==> src/rtl/fetch_controller.sv <==
// Instruction fetch controller: one outstanding imem request feeding a single IF/ID entry.
// Optional performance counters are built only when FETCH_PERF_CNT_EN is defined.
//
// state | meaning
// IDLE  | first cycle after reset, no request yet
// REQ   | presenting imem_req at pc, waiting for a grant
// WAIT  | request granted, waiting for its response
// DROP  | redirected while waiting, next response is discarded
module fetch_controller #(
  parameter int              XLEN     = 64,
  parameter logic [XLEN-1:0] RESET_PC = '0
) (
  input  logic            clk,
  input  logic            reset_n,
  input  logic            stall,
  input  logic            flush_valid,
  input  logic [XLEN-1:0] flush_pc,
  output logic            imem_req,
  output logic [XLEN-1:0] imem_addr,
  input  logic            imem_gnt,
  input  logic            imem_rvalid,
  input  logic [31:0]     imem_rdata,
  output logic            if_valid,
  output logic [XLEN-1:0] if_pc,
  output logic [31:0]     if_instr,
  output logic [31:0]     perf_fetch_cnt,
  output logic [31:0]     perf_flush_cnt
);

  typedef enum logic [1:0] {
    S_IDLE = 2'd0,
    S_REQ  = 2'd1,
    S_WAIT = 2'd2,
    S_DROP = 2'd3
  } state_e;

  state_e          state_q, state_d;
  logic [XLEN-1:0] pc_q, pc_d;
  logic            if_valid_q, if_valid_d;
  logic [XLEN-1:0] if_pc_q, if_pc_d;
  logic [31:0]     if_instr_q, if_instr_d;
  logic            load;

  always_ff @(posedge clk or negedge reset_n) begin
    if (!reset_n) begin
      state_q <= S_IDLE;
    end else begin
      state_q <= state_d;
    end
  end

  always_comb begin
    state_d = state_q;
    unique case (state_q)
      S_IDLE: state_d = S_REQ;
      S_REQ: begin
        if (!flush_valid && imem_req && imem_gnt) state_d = S_WAIT;
      end
      S_WAIT: begin
        if (imem_rvalid)      state_d = S_REQ;
        else if (flush_valid) state_d = S_DROP;
      end
      S_DROP: begin
        if (imem_rvalid && !flush_valid) state_d = S_REQ;
      end
      default: state_d = S_IDLE;
    endcase
  end

  // The entry slot is free if empty or being consumed on this edge.
  always_comb begin
    imem_req = (state_q == S_REQ) && !flush_valid && (!if_valid_q || !stall);
  end

  assign load = (state_q == S_WAIT) && imem_rvalid && !flush_valid;

  always_comb begin
    pc_d       = pc_q;
    if_valid_d = if_valid_q;
    if_pc_d    = if_pc_q;
    if_instr_d = if_instr_q;
    if (flush_valid) begin
      if_valid_d = 1'b0;
      pc_d       = flush_pc & ~XLEN'(3);
    end else if (load) begin
      if_valid_d = 1'b1;
      if_pc_d    = pc_q;
      if_instr_d = imem_rdata;
      pc_d       = pc_q + XLEN'(4);
    end else if (if_valid_q && !stall) begin
      if_valid_d = 1'b0;
    end
  end

  always_ff @(posedge clk or negedge reset_n) begin
    if (!reset_n) begin
      pc_q       <= RESET_PC;
      if_valid_q <= 1'b0;
      if_pc_q    <= '0;
      if_instr_q <= '0;
    end else begin
      pc_q       <= pc_d;
      if_valid_q <= if_valid_d;
      if_pc_q    <= if_pc_d;
      if_instr_q <= if_instr_d;
    end
  end

  assign imem_addr = pc_q;
  assign if_valid  = if_valid_q;
  assign if_pc     = if_pc_q;
  assign if_instr  = if_instr_q;

`ifdef FETCH_PERF_CNT_EN
  logic [31:0] fetch_cnt_q, fetch_cnt_d;
  logic [31:0] flush_cnt_q, flush_cnt_d;

  always_comb begin
    fetch_cnt_d = load ? fetch_cnt_q + 32'd1 : fetch_cnt_q;
    flush_cnt_d = flush_valid ? flush_cnt_q + 32'd1 : flush_cnt_q;
  end

  always_ff @(posedge clk or negedge reset_n) begin
    if (!reset_n) begin
      fetch_cnt_q <= '0;
      flush_cnt_q <= '0;
    end else begin
      fetch_cnt_q <= fetch_cnt_d;
      flush_cnt_q <= flush_cnt_d;
    end
  end

  assign perf_fetch_cnt = fetch_cnt_q;
  assign perf_flush_cnt = flush_cnt_q;
`else
  assign perf_fetch_cnt = '0;
  assign perf_flush_cnt = '0;
`endif

endmodule

==> config.mk <==
export PLATFORM = sky130hd
export DESIGN_NAME = fetch_controller
export DESIGN_NICKNAME = d
export VERILOG_FILES = /design/src/rtl/fetch_controller.sv
export SDC_FILE = /design/constraint.sdc
export NUM_CORES = 1
export LEC_CHECK = 0
export CORE_MARGIN = 10
export CORE_UTILIZATION = 32
export CTS_BUF_LIST = sky130_fd_sc_hd__clkbuf_8
export CTS_CLUSTER_SIZE = 28
export DETAILED_ROUTE_END_ITERATION = 7
export PLACE_DENSITY = 0.72
export SLEW_MARGIN = 25
export SYNTH_ARGS = -nofsm -noshare
export SYNTH_HDL_FRONTEND = slang
export SYNTH_SLANG_ARGS = --single-unit
==> constraint.sdc <==
create_clock -name clk -period 3.7 [get_ports clk]
set_input_delay 0.925 -clock clk [delete_from_list [all_inputs] [get_ports clk]]
set_output_delay 0.925 -clock clk [all_outputs]
set_load 0.03 [all_outputs]
==> results by group <==
Power
  – Leak Pwr: 4.97 nW
  – Peak supply drop: 0.000368 V
  – Power density over cell area: 641 mW/mm^2
  – Net Switching: 3.05 mW
  – Switching share of power: 42.6%
  – Pint: 4.12 mW
  – Clock power frac: 19.1%
  – Combinational Power Share: 44.1%
  – Seq pwr share: 36.8%

Worst hold path
  – Hold Crit Class: reg2reg

Final layout
  – Post-Layout Cell Count: 1526
  – Most frequent cells in the layout: nand2_1 (332), clkdlybuf4s50_1 (254), dfrtp_1 (159)
  – Synthesis-to-finish area growth: 38.5%
  – Proportion of layout cells with a drive suffix above 1: 5.79%
  – Final #Nets: 1285
  – Commonest non-fill, non-tap cell in the layout: nand2_1

Timing
  – Total negative slack: 0 ns
  – Worst Tran Pin Value: 0.979 ns
  – RSZ-0062 raised after global routing: false
  – Final Skew: 0.0157 ns
  – Setup violations, final: 0
  – Final Cycle Share: 83.3%
  – Worst setup margin: 0.618 ns
  – Relative slew slack: 34.7%
  – Minimum clock period: 3.08 ns
  – Final Hold Viols: 0
  – FMAX: 0.324 GHz
  – Final Max Slew Viols: 0
  – Hold WS: 0.481 ns

Placed design
  – Port Buffers: 257
  – DP Wirelength: 21300 um
  – DP Worst Slack: 0.165 ns
  – Inst Count DP: 1490
  – Final GP Congestion: 0.871

Clock tree
  – Clk_lat worst skew: 0.46 ns
  – Reg clk slew, reported paths: 0.10 ns
  – Inserted Clock Buffers: 17
  – CTS tree: done
  – Clock Path Buffers: 2
  – Post-CTS Hold Fix Bufs: 0
  – H-tree Lvls: 4
  – Cts repair resizes: 0
  – Clock sink count: 159
  – Post-CTS Setup Repair Bufs: 0
  – Root Driver: clkbuf_8

Drt
  – Post-route ant nets: 0
  – Number of iterations in the first detailed-routing pass: 5
  – Drt drc: 0
  – Final WL: 28100 um
  – First DRT Iteration DRCs: 477
  – Via density: 4.75
  – Wire per inst: 18.4 um
  – Via count: 7246

Floorplan
  – Num ports: 328
  – Initial core utilization: 32.3%
  – Full die area: 0.0320 mm^2
  – FP Rows: 58
  – Die height: 179 um
  – Core ar.: 0.0250 mm^2
  – Die X: 179 um

Run
  – Max Cap Violations: 0

Critical path
  – Required time worst endpoint: 4.09 ns
  – Critical Path AT: 3.47 ns
  – Critical Path End Type: flop
  – CP max FO: 11
  – Setup crit start kind: primary input
  – Kind of critical path: in2reg

Synth
  – Synth Flop Type: dfrtp_1
  – Sequential fraction of the synthesis area: 49.2%
  – Syn_area_per_cell: 8.68 um^2
  – Yosys warns: 0
  – Leading area contributor after synthesis: dfrtp_1
  – EDFF count, synth: 0
  – Gate Count Post-Synth: 931
  – #FFs+latches synth: 159
  – Post-synth ARST share: 100%
  – Mapped Area: 0.00808 mm^2
  – Yosys cell types: 53
  – Yosys top cell area share: 49.2%
  – Synth area leaders: dfrtp_1 (49%), nand2_1 (15%), buf_4 (6.4%)

GRT
  – Pin count of the biggest net entering global routing: 104
  – GR Overflow Total: 0
  – First-pass GRT wire length: 41200 um
  – Number of global-route vias before repair: 7141
  – Initial antenna violation count: 4
  – Tot GR Track Use: 16.7%

Run status
  – Status: finished clean
==> metal layers <==
layer / part of all wire [%] / global-route usage, % / routed length (um) / up-vias
li1: - / - / - / 3511
met1: 41 / 20.5 / 11500 / 3437
met2: 48 / 27.2 / 13600 / 267
met3: 8.3 / 4.65 / 2320 / 31
met4: 2.4 / 6.41 / 675 / 0
met5: 0 / 0 / 0 / -
==> metrics by stage <==
stage	utilization (%)	power [mW]	cell area, um^2
after floorplan	-	4.39	8330
after global placement	43.0	5.80	10800
after detailed placement	43.0	5.87	10800
after CTS	44.7	7.25	11200
after global routing	44.7	7.56	11200
final	44.7	7.17	11200
==> Yosys cell counts, types with 2 or more instances <==
master and count:
and2_1 2, xor2_1 18, nor4b_1 2, and3_1 8
nor2b_1 9, nand4_1 27, a32oi_1 2, o21ai_1 2
nand3_2 4, o31ai_1 8, a31oi_1 14, clkbuf_1 34
or4_1 7, mux2i_1 6, nor2_1 33, or3_1 8
nor4_4 5, nand3_1 35, nor3_1 15, and4_1 3
nor4_1 8, o21ai_0 49, a22oi_1 5, inv_1 10
buf_2 3, ha_1 4, o211ai_1 3, nand4_2 2
buf_1 2, dfrtp_1 159, nand2_1 333, xnor2_1 14
or2_2 2, a21oi_1 5, nor4_2 2, a221o_1 3
buf_4 69
==> state kept, by name, summed over array words and instances (netlist names) <==
signal / count
if_pc: 62
imem_addr: 62
if_instr: 32
state_q: 2
if_valid: 1
==> critical path, stage by stage <==
cell             delay (ns)
clkdlybuf4s50_1        0.64
nand2_1                0.35
nor4_2                 0.36
buf_4                  0.24
nand3_2                0.23
or4_1                  0.53
a31oi_1                0.18
==> power by group through the flow <==
stage	Combinational [mW]	Sequential [mW]	Clock [mW]
3_3_place_gp	3.16	2.64	0
2_1_floorplan	0.709	3.68	0
4_1_cts	3.20	2.64	1.41
6_report	3.16	2.64	1.37
3_5_place_dp	3.20	2.67	0
5_1_grt	3.37	2.71	1.48
==> path summary, 6_finish.rpt <==
check	start	cells past startpoint	slack, ns	end
min reg2reg	if_pc[2]	2	0.48	if_pc[2]
max	imem_rvalid	7	0.62	imem_addr[56]
min	if_pc[2]	2	0.48	if_pc[2]
min in group asynchronous	reset_n	1	0.50	if_instr[0]
max in group asynchronous	reset_n	2	2.34	imem_addr[4]
max reg2reg	state_q[0]	8	0.98	imem_addr[56]
==> cell type report <==
class                      count  area [um^2]
inverter                      10         37.5
tap                          330          413
sequential                   159         3980
fill                        2443        13800
clock buffer                  17          234
antenna                        4         10.0
multi-input combinational    721         3660
timing repair buffer         270         2680
clock inverter                15          176
==> cell families (layout without fill, tap and decap cells) <==
kind of cell	after synthesis	count (layout)	share of synthesized area (%)
AO/OA/AOI/OAI	97	97	7.31
buffers and inverters	118	312	8.73
other	1	72	0.0464
multiplexers	7	7	0.883
adder cells (fa/ha/maj)	4	4	0.619
AND/OR/NAND/NOR	513	513	29.7
flip-flops	159	159	49.2
XOR/XNOR	32	32	3.47
(Power assumes the default switching activity.)
==> RTL change: new RTL, same flow settings <==
The parameter `XLEN` goes from 64 to 68.
--- a/src/rtl/fetch_controller.sv
+++ b/src/rtl/fetch_controller.sv
@@ -8,5 +8,5 @@
 // DROP  | redirected while waiting, next response is discarded
 module fetch_controller #(
-  parameter int              XLEN     = 64,
+  parameter int              XLEN     = 68,
   parameter logic [XLEN-1:0] RESET_PC = '0
 ) (
Interface: changed (resized flush_pc, if_pc and imem_addr); port bits go from 328 to 340. The function was not compared with the original's and may differ.
==> RTL change against the original RTL <==
Wire length is 4.2% lower; worst setup slack improved by 140 ps; design area is 3.2% higher; synthesized area is 2.0% higher; synthesized cell count down 17%; power rose by 5.4%; clock power is 8% higher; sequential share of layout area up 0.63 points; via count is 7.3% lower; sequential cell count up 8; critical path type unchanged; critical endpoint is now imem_addr[54]$_DFFE_PN0P_.
==> RTL change: results (changes against the original RTL) <==
Worst setup path
  – Crit path max fanout: 7 (-4)
  – Worst R2R Start: state_q[0]$_DFFE_PN0P_
  – CP startpoint: imem_rvalid
  – Critical path data arrival time: 3330 ps (-140 ps)

Placed design
  – Number of port buffers: 269 (+4.7%)
  – DP Area: 11100 um2 (+3.2%)
  – Placed wire-length estimate: 20100 um (-5.6%)
  – GPL Wtd Cong: 0.782 (-10%)

STA
  – Max Clock Skew: 18.9 ps (+3.20 ps)
  – Max-slew headroom: 0.445 (+0.0974)

Logic synthesis
  – Post-synthesis async set-or-reset flop share: 1.00 (unchanged)
  – Synth top area cells: dfrtp_1, mux2_2, buf_4, nand2_1, o21ai_0
  – Synth top cells by count: dfrtp_1, mux2_2, nand2_1, buf_4, o21ai_0
  – Top FF cell, synth: dfrtp_1
  – Sequential element share of the synthesized area: 0.507 (+0.0145)
  – Synthesized area: 8240 um2 (+2.0%)
  – Distinct cell type count after synthesis: 41 (-23%)

Global route
  – Initial antenna violation count: 0 (-4)
  – Vias in the first global route: 6936 (-2.9%)
  – Largest net degree at the start of global routing: 106 (+1.9%)
  – First-pass GRT wire length: 42000 um (+1.8%)
  – M3 GR Usage: 0.0624 (+0.0159)
  – All-Layer GR Usage: 0.161 (-0.00586)
  – Met1 GRT Util: 0.190 (-0.0151)
  – GR Util met2: 0.272 (about the same)

Clock tree
  – # Post-CTS Setup Buffers: 0 (unchanged)
  – Clk pin slew, worst setup/hold paths: 100 ps (about the same)
  – H-tree lvl count: 4 (unchanged)
  – Root Driver: clkbuf_8
  – Latest clock arrival within the worst-skew pair: 460 ps (about the same)

Route
  – Routed via count: 6718 (-7.3%)
  – Routed len/inst: 19.5 um (+5.7%)
  – Initial DRC Count: 526 (+10%)

Pwr
  – VDD IR max: 339 uV (-7.8%)
  – P_leak: 4.81 nW (-3.1%)
  – Switch share: 0.398 (-0.0278)

Final layout
  – Nets@finish: 1149 (-11%)
  – Fraction of layout cells with a size suffix above 1: 0.143 (+0.0847)

Status
  – Status: finished, final reports clean

Hold path
  – Hold Crit Start: if_pc[28]$_DFFE_PN0P_
  – Hold/Removal Path Class: reg -> reg
RTL change: changes by cell type after synthesis, moves of 8 or more:
cell	before	now
a31oi_1	14	23
buf_1	2	10
clkbuf_1	34	26
dfrtp_1	159	167
mux2_2	1	93
nand2_1	333	78
nand3_1	35	24
nor4_1	8	17
RTL change: metal layers:
layer	routed length, um	share of wire
met4	234	0.0087
met2	13300	0.49
met1	11100	0.41
met3	2290	0.085
met5	0	0
RTL change: final cells by class:
class / count / area, um2
tap: 330 / 413
sequential: 167 / 4180
multi-input combinational: 559 / 3640
timing repair buffer: 284 / 2840
clock buffer: 18 / 248
antenna: 2 / 5.00
fill: 2416 / 13700
clock inverter: 14 / 185
inverter: 10 / 37.5
RTL change: worst paths after layout:
| check | to | slack [ps] | cells past startpoint |
|---|---|---|---|
| max in group asynchronous | imem_addr[17]$_DFFE_PN0P_ | 2370 | 2 |
| max | imem_addr[54]$_DFFE_PN0P_ | 760 | 6 |
| max reg2reg | imem_addr[54]$_DFFE_PN0P_ | 900 | 7 |
| min reg2reg | if_pc[28]$_DFFE_PN0P_ | 500 | 2 |
| min in group asynchronous | if_pc[58]$_DFFE_PN0P_ | 520 | 1 |
| min | if_pc[28]$_DFFE_PN0P_ | 500 | 2 |
RTL change: cells by family (layout without fill, tap and decap cells):
| kind of cell | count (synthesis) | in the layout | synth area share |
|---|---|---|---|
| other cells | 1 | 70 | 0.000455 |
| simple gates | 246 | 246 | 0.156 |
| mux | 94 | 94 | 0.128 |
| flops | 167 | 167 | 0.507 |
| buf+inv | 116 | 326 | 0.0841 |
| fa+ha+maj | 4 | 4 | 0.00607 |
| xor+xnor | 34 | 34 | 0.0361 |
| compound gates | 113 | 113 | 0.0820 |
RTL change: power groups by stage:
stage | Clock, mW | Combinational (mW) | Sequential, mW
2_1_floorplan | 0 | 0.781 | 3.85
3_3_place_gp | 0 | 3.32 | 2.75
4_1_cts | 1.52 | 3.38 | 2.76
3_5_place_dp | 0 | 3.37 | 2.80
5_1_grt | 1.59 | 3.50 | 2.84
6_report | 1.48 | 3.33 | 2.76
RTL change: critical path, stage by stage:
cell,delay [ps]
clkdlybuf4s50_1,550
nand4_1,110
or4_1,490
or4_1,680
or3_1,390
a31oi_1,180
RTL change: stage by stage:
stage / hold slack (ps) / utilization / total power [mW] / instances / setup WS [ps]
2_1_floorplan: 527 / - / 4.63 / 842 / 1030
3_3_place_gp: 464 / 0.440 / 6.08 / 1350 / 312
3_5_place_dp: 475 / 0.440 / 6.16 / 1350 / 307
4_1_cts: 496 / 0.457 / 7.65 / 1382 / 782
5_1_grt: 526 / 0.457 / 7.93 / 1382 / 644
6_report: 497 / 0.457 / 7.56 / 1384 / 755
